[src/rtl/par2ser_pkg.sv]
// Shared types and constants for the DDR parallel-to-serial block:
// state encoding, PRBS7 polynomial/seed and TMDS control words.
package par2ser_pkg;

  typedef enum logic {
    IDLE = 1'b0,
    RUN  = 1'b1
  } state_t;

  // x^7 + x^6 + 1, Fibonacci form, new bit enters at bit 0
  localparam int         PRBS7_TAP_A = 6;
  localparam int         PRBS7_TAP_B = 5;
  localparam logic [6:0] PRBS7_SEED  = 7'h7F;

  // TMDS control-period words, indexed by {c1,c0}
  localparam logic [3:0][9:0] TMDS_CTRL = {
    10'b1010101011,  // 11
    10'b0101010100,  // 10
    10'b0010101011,  // 01
    10'b1101010100   // 00
  };

  function automatic logic [6:0] prbs7_step(input logic [6:0] s);
    return {s[5:0], s[PRBS7_TAP_A] ^ s[PRBS7_TAP_B]};
  endfunction

endpackage

[src/rtl/par2ser_prbs7.sv]
// Parallel PRBS7 generator: presents the next WORD_W sequence bits (LSB first)
// and advances WORD_W steps whenever a word is taken.
module par2ser_prbs7
  import par2ser_pkg::*;
#(
  parameter int WORD_W = 10
) (
  input  logic              clk,
  input  logic              sclr,
  input  logic              advance,
  output logic [WORD_W-1:0] word
);

  logic [6:0] lfsr;
  logic [6:0] lfsr_nxt;

  // NOTE: blocking assignments here are intentional -- each loop pass must see
  // the state produced by the previous pass; always_ff blocks use <= only.
  always_comb begin
    lfsr_nxt = lfsr;
    word     = '0;
    for (int i = 0; i < WORD_W; i++) begin
      lfsr_nxt = prbs7_step(lfsr_nxt);
      word[i]  = lfsr_nxt[0];
    end
  end

  always_ff @(posedge clk) begin
    if (sclr)         lfsr <= PRBS7_SEED;
    else if (advance) lfsr <= lfsr_nxt;
  end

endmodule

[src/rtl/par2ser_ddr_serializer.sv]
// Multi-channel word serializer for the TMDS DDR output path, 2 bits per clk.
// Optional PRBS7 test pattern enabled by defining PAR2SER_PRBS_EN.
module par2ser_ddr_serializer
  import par2ser_pkg::*;
#(
  parameter int                NUM_CH    = 4,
  parameter int                WORD_W    = 10,
  parameter logic [WORD_W-1:0] IDLE_WORD = WORD_W'(TMDS_CTRL[0])
) (
  input  logic                     clk,
  input  logic                     sclr,
  input  logic                     oe,
  input  logic [NUM_CH*WORD_W-1:0] in_data,
  input  logic                     in_valid,
  output logic                     in_ready,
  input  logic                     test_en,
  output logic [NUM_CH-1:0]        dout_h,
  output logic [NUM_CH-1:0]        dout_l,
  output logic                     oe_out,
  output logic                     underrun,
  output logic                     underrun_stk
);

  localparam int            HALF   = WORD_W / 2;
  localparam int            KW     = (HALF > 1) ? $clog2(HALF) : 1;
  localparam logic [KW-1:0] K_LAST = KW'(HALF - 1);

  typedef logic [NUM_CH-1:0][WORD_W-1:0] lanes_t;

  state_t        state;
  logic [KW-1:0] k;
  lanes_t        sh;
  lanes_t        hold;
  logic          hold_full;
  lanes_t        base_word;
  lanes_t        load_word;
  logic          at_boundary;
  logic          load_evt;
  logic          word_load;
  logic          accept;

  assign at_boundary = (state == RUN) && (k == K_LAST);
  // load_evt: hold is consumed this edge; word_load also covers IDLE_WORD fills
  assign load_evt    = oe && hold_full && ((state == IDLE) || at_boundary);
  assign word_load   = load_evt || (oe && at_boundary);
  assign in_ready    = !hold_full || load_evt;
  assign accept      = in_valid && in_ready;
  assign base_word   = hold_full ? hold : {NUM_CH{IDLE_WORD}};
  assign oe_out      = (state == RUN);

`ifdef PAR2SER_PRBS_EN
  logic [WORD_W-1:0] prbs_word;

  par2ser_prbs7 #(.WORD_W(WORD_W)) u_prbs (
    .clk     (clk),
    .sclr    (sclr),
    .advance (word_load && test_en),
    .word    (prbs_word)
  );

  assign load_word = test_en ? {NUM_CH{prbs_word}} : base_word;
`else
  logic unused_test_en;
  assign unused_test_en = test_en;
  assign load_word      = base_word;
`endif

  // Output pins are straight taps of the shift-register flops
  always_comb begin
    dout_h = '0;
    dout_l = '0;
    for (int c = 0; c < NUM_CH; c++) begin
      dout_h[c] = sh[c][0];
      dout_l[c] = sh[c][1];
    end
  end

  // NOTE: hold data is not reset; hold_full alone says whether it is meaningful,
  // so clearing the wide data register would only cost reset fan-out.
  always_ff @(posedge clk) begin
    if (accept) hold <= in_data;
  end

  always_ff @(posedge clk) begin
    if (sclr) begin
      state        <= IDLE;
      k            <= '0;
      sh           <= '0;
      hold_full    <= 1'b0;
      underrun     <= 1'b0;
      underrun_stk <= 1'b0;
    end else begin
      underrun <= 1'b0;
      if (accept)        hold_full <= 1'b1;
      else if (load_evt) hold_full <= 1'b0;

      case (state)
        IDLE: begin
          sh <= '0;
          if (oe && hold_full) begin
            sh    <= load_word;
            k     <= '0;
            state <= RUN;
          end
        end
        RUN: begin
          if (k != K_LAST) begin
            for (int c = 0; c < NUM_CH; c++) sh[c] <= sh[c] >> 2;
            k <= k + KW'(1);
          end else if (!oe) begin
            sh    <= '0;
            k     <= '0;
            state <= IDLE;
          end else begin
            sh <= load_word;
            k  <= '0;
            if (!hold_full) begin
              underrun     <= 1'b1;
              underrun_stk <= 1'b1;
            end
          end
        end
        default: state <= IDLE;
      endcase
    end
  end

endmodule
[config.mk]
export PLATFORM = sky130hd
export DESIGN_NAME = par2ser_ddr_serializer
export DESIGN_NICKNAME = d
export VERILOG_FILES = /design/src/rtl/par2ser_pkg.sv /design/src/rtl/par2ser_prbs7.sv /design/src/rtl/par2ser_ddr_serializer.sv
export SDC_FILE = /design/constraint.sdc
export NUM_CORES = 1
export LEC_CHECK = 0
export CAP_MARGIN = 20
export CELL_PAD_IN_SITES_DETAIL_PLACEMENT = 1
export CELL_PAD_IN_SITES_GLOBAL_PLACEMENT = 2
export CORE_ASPECT_RATIO = 1.1
export CORE_MARGIN = 2
export CORE_UTILIZATION = 36
export DETAILED_ROUTE_END_ITERATION = 6
export PLACE_DENSITY = 0.85
export SLEW_MARGIN = 20
export SYNTH_ARGS = -nofsm -noshare
export SYNTH_HDL_FRONTEND = slang
export SYNTH_SLANG_ARGS = --single-unit
export TNS_END_PERCENT = 100
[constraint.sdc]
create_clock -name clk -period 7.1 [get_ports clk]
set_clock_uncertainty 0.1 [all_clocks]
set_input_delay 0.71 -clock clk [delete_from_list [all_inputs] [get_ports clk]]
set_output_delay 0.71 -clock clk [all_outputs]
set_load 0.03 [all_outputs]
==> impl_summary.txt, run 1 <==
----------------------------------------------------
[Status]
  Run status ... finished, final reports clean

[Yosys]
  Post-synth cell types ... 26
  Summed instance area of the synthesized netlist ... between 3000 and 4000 sq um
  Yosys top cell area share ... 39.67%
  Number of enable flip-flop cells after synthesis ... 40
  FF+latch count, synth ... a little under 90
  Library cell occupying the most area in the post-synthesis netlist ... sky130_fd_sc_hd__edfxtp_1
  Number of instances in the synthesized netlist ... 247
  Sequential element share of the synthesized area ... between 70% and 80%
  Total nets after synthesis ... around 290
  Count of synthesis-stage warnings from yosys ... 0
  Most frequently used flop master after synthesis ... sky130_fd_sc_hd__dfxtp_1
  Dominant cells by area after synthesis ... sky130_fd_sc_hd__edfxtp_1 (40%), sky130_fd_sc_hd__dfxtp_1 (31%), sky130_fd_sc_hd__a21oi_1 (6.0%)
  Top cells by instance count after synthesis ... sky130_fd_sc_hd__dfxtp_1 (47), sky130_fd_sc_hd__edfxtp_1 (40), sky130_fd_sc_hd__a21oi_1 (36)
  Most numerous cell in the Yosys netlist ... sky130_fd_sc_hd__dfxtp_1
  Mean post-synth cell area ... between 10 and 15 sq um
  Fraction of registers with async set or reset after synthesis ... 0%

[Die]
  Width of the die ... roughly 91 um
  Starting Density ... approximately 37%
  Die boundary height ... between 100 and 150 um
  Core area ... between 8000 and 9000 sq um
  Site Rows ... 35
  I/O pin count ... 57
  Total die area ... just over 9000 sq um

[CTS]
  Clk Latency, worst-skew pair ... 350 ps
  CTS clock-pin slew for the worst setup and hold paths ... approximately 90 ps
  Maximum clock path buffer count ... 2
  Buffer type at the clock tree root ... sky130_fd_sc_hd__clkbuf_8
  Setup fix buffers added after clock tree synthesis ... 0
  CTS buffer count ... 9
  CTS H-tree lvls ... 3
  Number of clock sinks ... 87
  Number of gates resized after cts ... 0
  Clock tree from TritonCTS ... built
  Count of hold buffers inserted by post-cts repair ... 0

[Final layout]
  Final Net Count ... 340
  Post-route cell area ... approximately 3800 sq um
  Synthesis-to-layout area growth ... 24.79%
  Fraction of layout cells with a size suffix above 1 ... under 10%
  Number of diodes added for antenna fixing ... 0

[Pwr]
  Switching power of the nets ... ~0.22 mW
  Part of the power in the clock network ... 33.5%
  Internal Pwr Total ... ~0.71 mW
  Fraction of power consumed by combinational cells ... between 7 and 8%
  Pwr/cell area ... around 250 nW/um^2
  Net switching fraction of the power ... a little under a quarter
  Leakage component of the power ... between 1 and 1.5 nW
  Worst supply voltage drop on vdd ... ~0.00011 V
  Part of the power in registers ... about 59%

[GRT]
  Antenna violations before repair ... 0
  Wire length of the first global-routing pass ... 9660 um
  Met3 GRT Util ... approximately 2.9%
  Global-route congestion overflow total ... 0
  Pin count of the biggest net entering global routing ... between 40 and 50
  Met1 Resource Use GR ... 16.31%
  Overall track demand over capacity in global routing ... between 10% and 20%
  Vias in the first global route ... slightly above 2000
  Met2 track demand over resource ... between 20% and 30%
  Layer with the highest usage after global routing ... met2

[Worst setup path]
  Critical Path RT ... 6290 ps
  Signal arrival time at the worst endpoint ... around 2300 ps
  CP Launch Type ... flop
  Kind of capture point of the worst setup path ... output port
  Worst Path Class, Setup ... reg -> out
  Largest fanout on the critical path ... 23

[Detailed routing]
  Ratio of routed vias to standard cells ... around 4.7
  Number of DRC violations after detailed routing ... 0
  Total Routed Length ... approximately 5700 um
  Vias ... between 1500 and 2000
  First drt pass iteration count ... 4
  Final antenna-violating net count ... 0
  Number of violations reported at the end of detailed-routing iteration 0 ... 59
  Routed WL per cell ... around 14 um

[Timing]
  Transition time at the pin with the least slew margin ... around 940 ps
  Upper clock frequency limit ... around 0.32 GHz
  Max-slew headroom ... 37.02%
  Period Utilization, post-route ... between 40 and 50%
  Final Hold Violating Endpoints ... 0
  Pins Over Slew Limit ... 0
  Unrepaired setup endpoints after global routing ... false
  Final setup violation count ... 0
  Min cycle time layout ... between 3000 and 4000 ps
  Final setup TNS ... 0 ps

[Place]
  PortBufs ... 55
  Routability cong. ... 0.7029
  DP HPWL ... between 3000 and 4000 um
  Cell area after placement ... roughly 3600 sq um

[Flow run]
  Max-Cap Viols ... 0

[Min path]
  Path type of the worst min-delay path ... reg -> reg

----------------------------------------------------
-- flip-flops by register name (all words and copies together), names as in the netlist --
name          count
hold             40
sh               32
dout_h            4
dout_l            4
k                 3
hold_full         1
oe_out            1
underrun          1
underrun_stk      1
-- cells by family after synthesis --
family / count (synthesis) / synth area share (%)
adder cells (fa/ha/maj): 2 / 0.8263
AO/OA/AOI/OAI: 54 / 11.12
multiplexers: 1 / 0.3719
flip-flops: 87 / 70.74
buffers and inverters: 34 / 5.867
AND/OR/NAND/NOR: 69 / 11.07
-- per-stage QoR --
stage / util [%] / total power, mW / setup slack [ps] / hold WS (ps) / std cells
floorplan: - / 0.6011 / 4251 / 317.4 / 247
global placement: 43.51 / 0.6346 / 3994 / 322.0 / 393
detailed placement: 43.51 / 0.6380 / 3997 / 329.1 / 393
CTS: 45.65 / 0.9511 / 3966 / 343.9 / 409
global route: 45.65 / 0.9802 / 3830 / 359.6 / 409
finish: 45.65 / 0.9386 / 4009 / 340.9 / 409
-- power groups by stage --
stage / clock network, mW / registers, mW / logic (mW)
2_1_floorplan: 0 / 0.565 / 0.0363
3_3_place_gp: 0 / 0.568 / 0.0664
3_5_place_dp: 0 / 0.570 / 0.0685
4_1_cts: 0.325 / 0.558 / 0.0687
5_1_grt: 0.345 / 0.560 / 0.0748
6_report: 0.314 / 0.557 / 0.0671
-- metal layers --
layer | routed length [um] | share of wire [%]
met1 | 2521 | 44
met2 | 2850 | 50
met4 | 78 | 1.4
met5 | 0 | 0
met3 | 219 | 3.9
-- worst max-delay path, stage by stage, from the launching register on --
cell and delay [ps]:
sky130_fd_sc_hd__dfxtp_1 360, sky130_fd_sc_hd__inv_1 70, sky130_fd_sc_hd__ha_1 280, sky130_fd_sc_hd__a21boi_2 170
sky130_fd_sc_hd__buf_4 280, sky130_fd_sc_hd__o21ai_1 130, sky130_fd_sc_hd__clkdlybuf4s50_1 650
-- final cells by class --
class | instances | area [sq um]
clock buffer | 9 | 123.9
clock inverter | 7 | 53.80
fill | 863 | 4498
inverter | 12 | 45.04
multi-input combinational | 126 | 709.4
sequential | 87 | 2142
tap | 111 | 138.9
timing repair buffer | 57 | 565.5
-- cells in the final DEF (no fill, tap or decap), drive strengths merged, types with 2 or more instances in the layout --
master | synthesis | final
nand2b | 13 | 13
edfxtp | 40 | 40
nand3 | 22 | 22
a21oi | 37 | 37
nor2 | 5 | 5
clkdlybuf4s50 | 0 | 55
clkinv | 0 | 2
nand2 | 24 | 24
clkbuf | 1 | 9
a22o | 11 | 11
ha | 2 | 2
buf | 21 | 2
and2 | 2 | 2
dfxtp | 47 | 47
inv | 12 | 17
-- path summary, 6_finish.rpt --
check | from | endpoint | slack, ps | cells after the start
worst min register to register | sh[2] | dout_h[0] | 340 | 2
worst max register to register | k[0] | hold[0] | 4570 | 6
worst max-delay path | k[0] | in_ready | 4010 | 6
worst min-delay path | sh[2] | dout_h[0] | 340 | 2
Power figures use the tool's default switching activity.
==> inputs of run 2 (changes only) <==
- CORE_UTILIZATION: 36 -> 30
- PLACE_DENSITY: 0.85 -> 0.76
- clock period: 7.1 -> 2.5 ns (I/O delays scaled with it)
==> run 2 against run 1 <==
Against the previous run:
- via count down 2.4%
- critical endpoint is now sh[22]
- register-to-register slack lost 4200 ps
- combinational power rose to 3.0 times the previous value
==> impl_summary.txt, run 2 (synthesis gave the netlist of run 1 again) <==
----------------------------------------------------
[Min path]
  Worst hold start ... sh[37]
  Path type of the worst min-delay path ... reg -> reg
  Worst hold path stage count ... 2
  Worst hold path endpoint ... sh[35]

[Timing]
  Transition time at the pin with the least slew margin ... 714.3 ps
  Max-slew headroom ... between 50% and 60%
  Period Utilization, post-route ... a little under nine tenths
  Upper clock frequency limit ... approximately 0.47 GHz
  Final setup violation count ... 0
  Unrepaired setup endpoints after global routing ... false
  Final setup TNS ... 0 ps
  Pins Over Slew Limit ... 0
  Min cycle time layout ... between 2000 and 2500 ps
  Final Hold Violating Endpoints ... 0

[Pwr]
  Leakage component of the power ... roughly 1.3 nW
  Pwr/cell area ... approximately 700 nW/um^2
  Worst supply voltage drop on vdd ... 0.0003179 V

[GRT]
  Met1 Resource Use GR ... approximately an eighth
  Layer with the highest usage after global routing ... met2
  Met3 GRT Util ... 2.797%
  Wire length of the first global-routing pass ... just over 9000 um
  Overall track demand over capacity in global routing ... roughly 11%
  Antenna violations before repair ... 0
  Met2 track demand over resource ... roughly a fifth
  Vias in the first global route ... approximately 1900
  Pin count of the biggest net entering global routing ... 41
  Global-route congestion overflow total ... 0

[Worst setup path]
  Worst Path Class, Setup ... reg -> reg
  Critical register-to-register path endpoint ... sh[22]
  Cell breakdown of the critical path ... inv_1 > ha_1 > a21bo_2 > nor2_1 > a22o_1
  CP Launch Type ... flop
  Buffers plus inverters on the worst setup path ... 1
  Worst reg-to-reg setup slack ... ~360 ps
  Top cell family by delay on the critical path ... compound AO/OA/AOI/OAI gates
  Signal arrival time at the worst endpoint ... about 2300 ps
  Cell count of the worst reg-to-reg path ... 5
  Kind of capture point of the worst setup path ... flop
  Critical Path Max Stage Delay ... a little over 600 ps
  Critical Path RT ... roughly 2700 ps
  Reg2reg start ... k[0]
  Stages on the worst setup path ... 5
  CP max stage cell ... sky130_fd_sc_hd__nor2_1
  Largest fanout on the critical path ... 22

[Die]
  I/O pin count ... 57
  Die boundary height ... 109.4 um
  Total die area ... between 10000 and 15000 sq um
  Starting Density ... between 30% and 40%
  Core area ... 9842 sq um
  Site Rows ... 38
  Width of the die ... around 100 um

[CTS]
  Number of clock sinks ... 87
  CTS buffer count ... 9
  Clk Latency, worst-skew pair ... 350 ps
  Count of hold buffers inserted by post-cts repair ... 0
  CTS H-tree lvls ... 3
  Maximum clock path buffer count ... 2
  CTS clock-pin slew for the worst setup and hold paths ... 80 ps
  Buffer type at the clock tree root ... sky130_fd_sc_hd__clkbuf_8
  Clock tree from TritonCTS ... built

[Detailed routing]
  Number of violations reported at the end of detailed-routing iteration 0 ... 26
  First drt pass iteration count ... 3
  Ratio of routed vias to standard cells ... 4.463
  Routed WL per cell ... around 14 um
  Vias ... 1879
  Final antenna-violating net count ... 0
  Total Routed Length ... between 5000 and 6000 um
  Number of DRC violations after detailed routing ... 0

[Final layout]
  FF+latch area ... roughly 2100 sq um
  Total of fill cells in the finished design ... around 1100
  Multi-input logic area ... 709.4 sq um
  Registers with the highest flip-flop counts ... hold x40, sh x32
  Fraction of layout cells with a size suffix above 1 ... 7.309%
  Most common cell after layout, fill and taps aside ... sky130_fd_sc_hd__clkdlybuf4s50_1
  Commonest cells after routing, fill and taps aside ... sky130_fd_sc_hd__clkdlybuf4s50_1 (54), sky130_fd_sc_hd__dfxtp_1 (47), sky130_fd_sc_hd__edfxtp_1 (40), sky130_fd_sc_hd__a21oi_1 (36), sky130_fd_sc_hd__nand2_1 (24)
  Largest register by flop count ... hold
  Number of diodes added for antenna fixing ... 0
  Synthesis-to-layout area growth ... 26.49%
  Final Net Count ... 343
  Post-Layout Cell Count ... between 400 and 500
  Max FFs per register ... 40

[Place]
  Number of instances in the placed design ... between 400 and 500
  Routability cong. ... about 0.7
  PortBufs ... 55
  DP HPWL ... ~3700 um

[Status]
  Run status ... finished, final reports clean

[Flow run]
  Max-Cap Viols ... 0

----------------------------------------------------
[run 2: cell type report]
cell class	instances	area share, %
Sequential cell	87	55.93
Tap cell	120	3.920
Timing Repair Buffer	60	15.75
Multi-Input combinational cell	126	18.52
Clock buffer	11	3.430
Inverter	12	1.176
Clock inverter	5	1.274
[run 2: worst max path at each step]
stage	end	startpoint	slack, ps
after floorplan	hold[0]	k[0]	80
after global placement	in_ready	oe	320
after detailed placement	in_ready	oe	300
after CTS	in_ready	k[0]	30
after global routing	sh[22]	k[0]	120
final	sh[22]	k[0]	360
[run 2: timing repair]
item	4_1_cts	5_1_grt
endpoints found under the setup margin	0	1
resized for setup	0	1
buffers inserted	0	0
[run 2: report_power, final]
| part | internal [mW] | switching (mW) | leakage [nW] | total, mW |
|---|---|---|---|---|
| clock | 0.453 | 0.457 | 0.0861 | 0.910 |
| combinational | 0.104 | 0.0985 | 0.491 | 0.203 |
| sequential | 1.56 | 0.0198 | 0.768 | 1.58 |
| total | 2.11 | 0.576 | 1.34 | 2.69 |
[run 2: metrics by stage]
| stage | hold WS [ps] | worst slack (ps) | utilization (%) | instance area [sq um] | total power [mW] |
|---|---|---|---|---|---|
| finish | 327.6 | 357.8 | 38.91 | 3830 | 2.688 |
| CTS | 328.0 | 33.50 | 38.89 | 3827 | 2.743 |
| global placement | 322.5 | 315.2 | 37.06 | 3647 | 1.810 |
| global route | 333.7 | 123.9 | 38.91 | 3830 | 2.810 |
| floorplan | 248.9 | 78.81 | - | 3029 | 1.707 |
| detailed placement | 327.4 | 297.9 | 37.06 | 3647 | 1.817 |
[run 2: per-layer routing]
metal / vias up / wire length [um]
li1: 942 / -
met1: 885 / 2484
met2: 40 / 2803
met3: 12 / 270
met4: 0 / 148
met5: - / 0
[run 2: worst register-to-register path: cells and delay by family (launching register included)]
family,cells,cell delay [ps]
and+or+nand+nor,1,610
DFF,1,370
buffers and inverters,1,70
adders and majority gates,1,280
AOI/OAI and AO/OA,2,660
==> inputs of run 3 (changes only) <==
- TNS_END_PERCENT: 100 -> unset
==> results of run 3 <==
Final layout, timing and power as in run 2 (identical DEF).
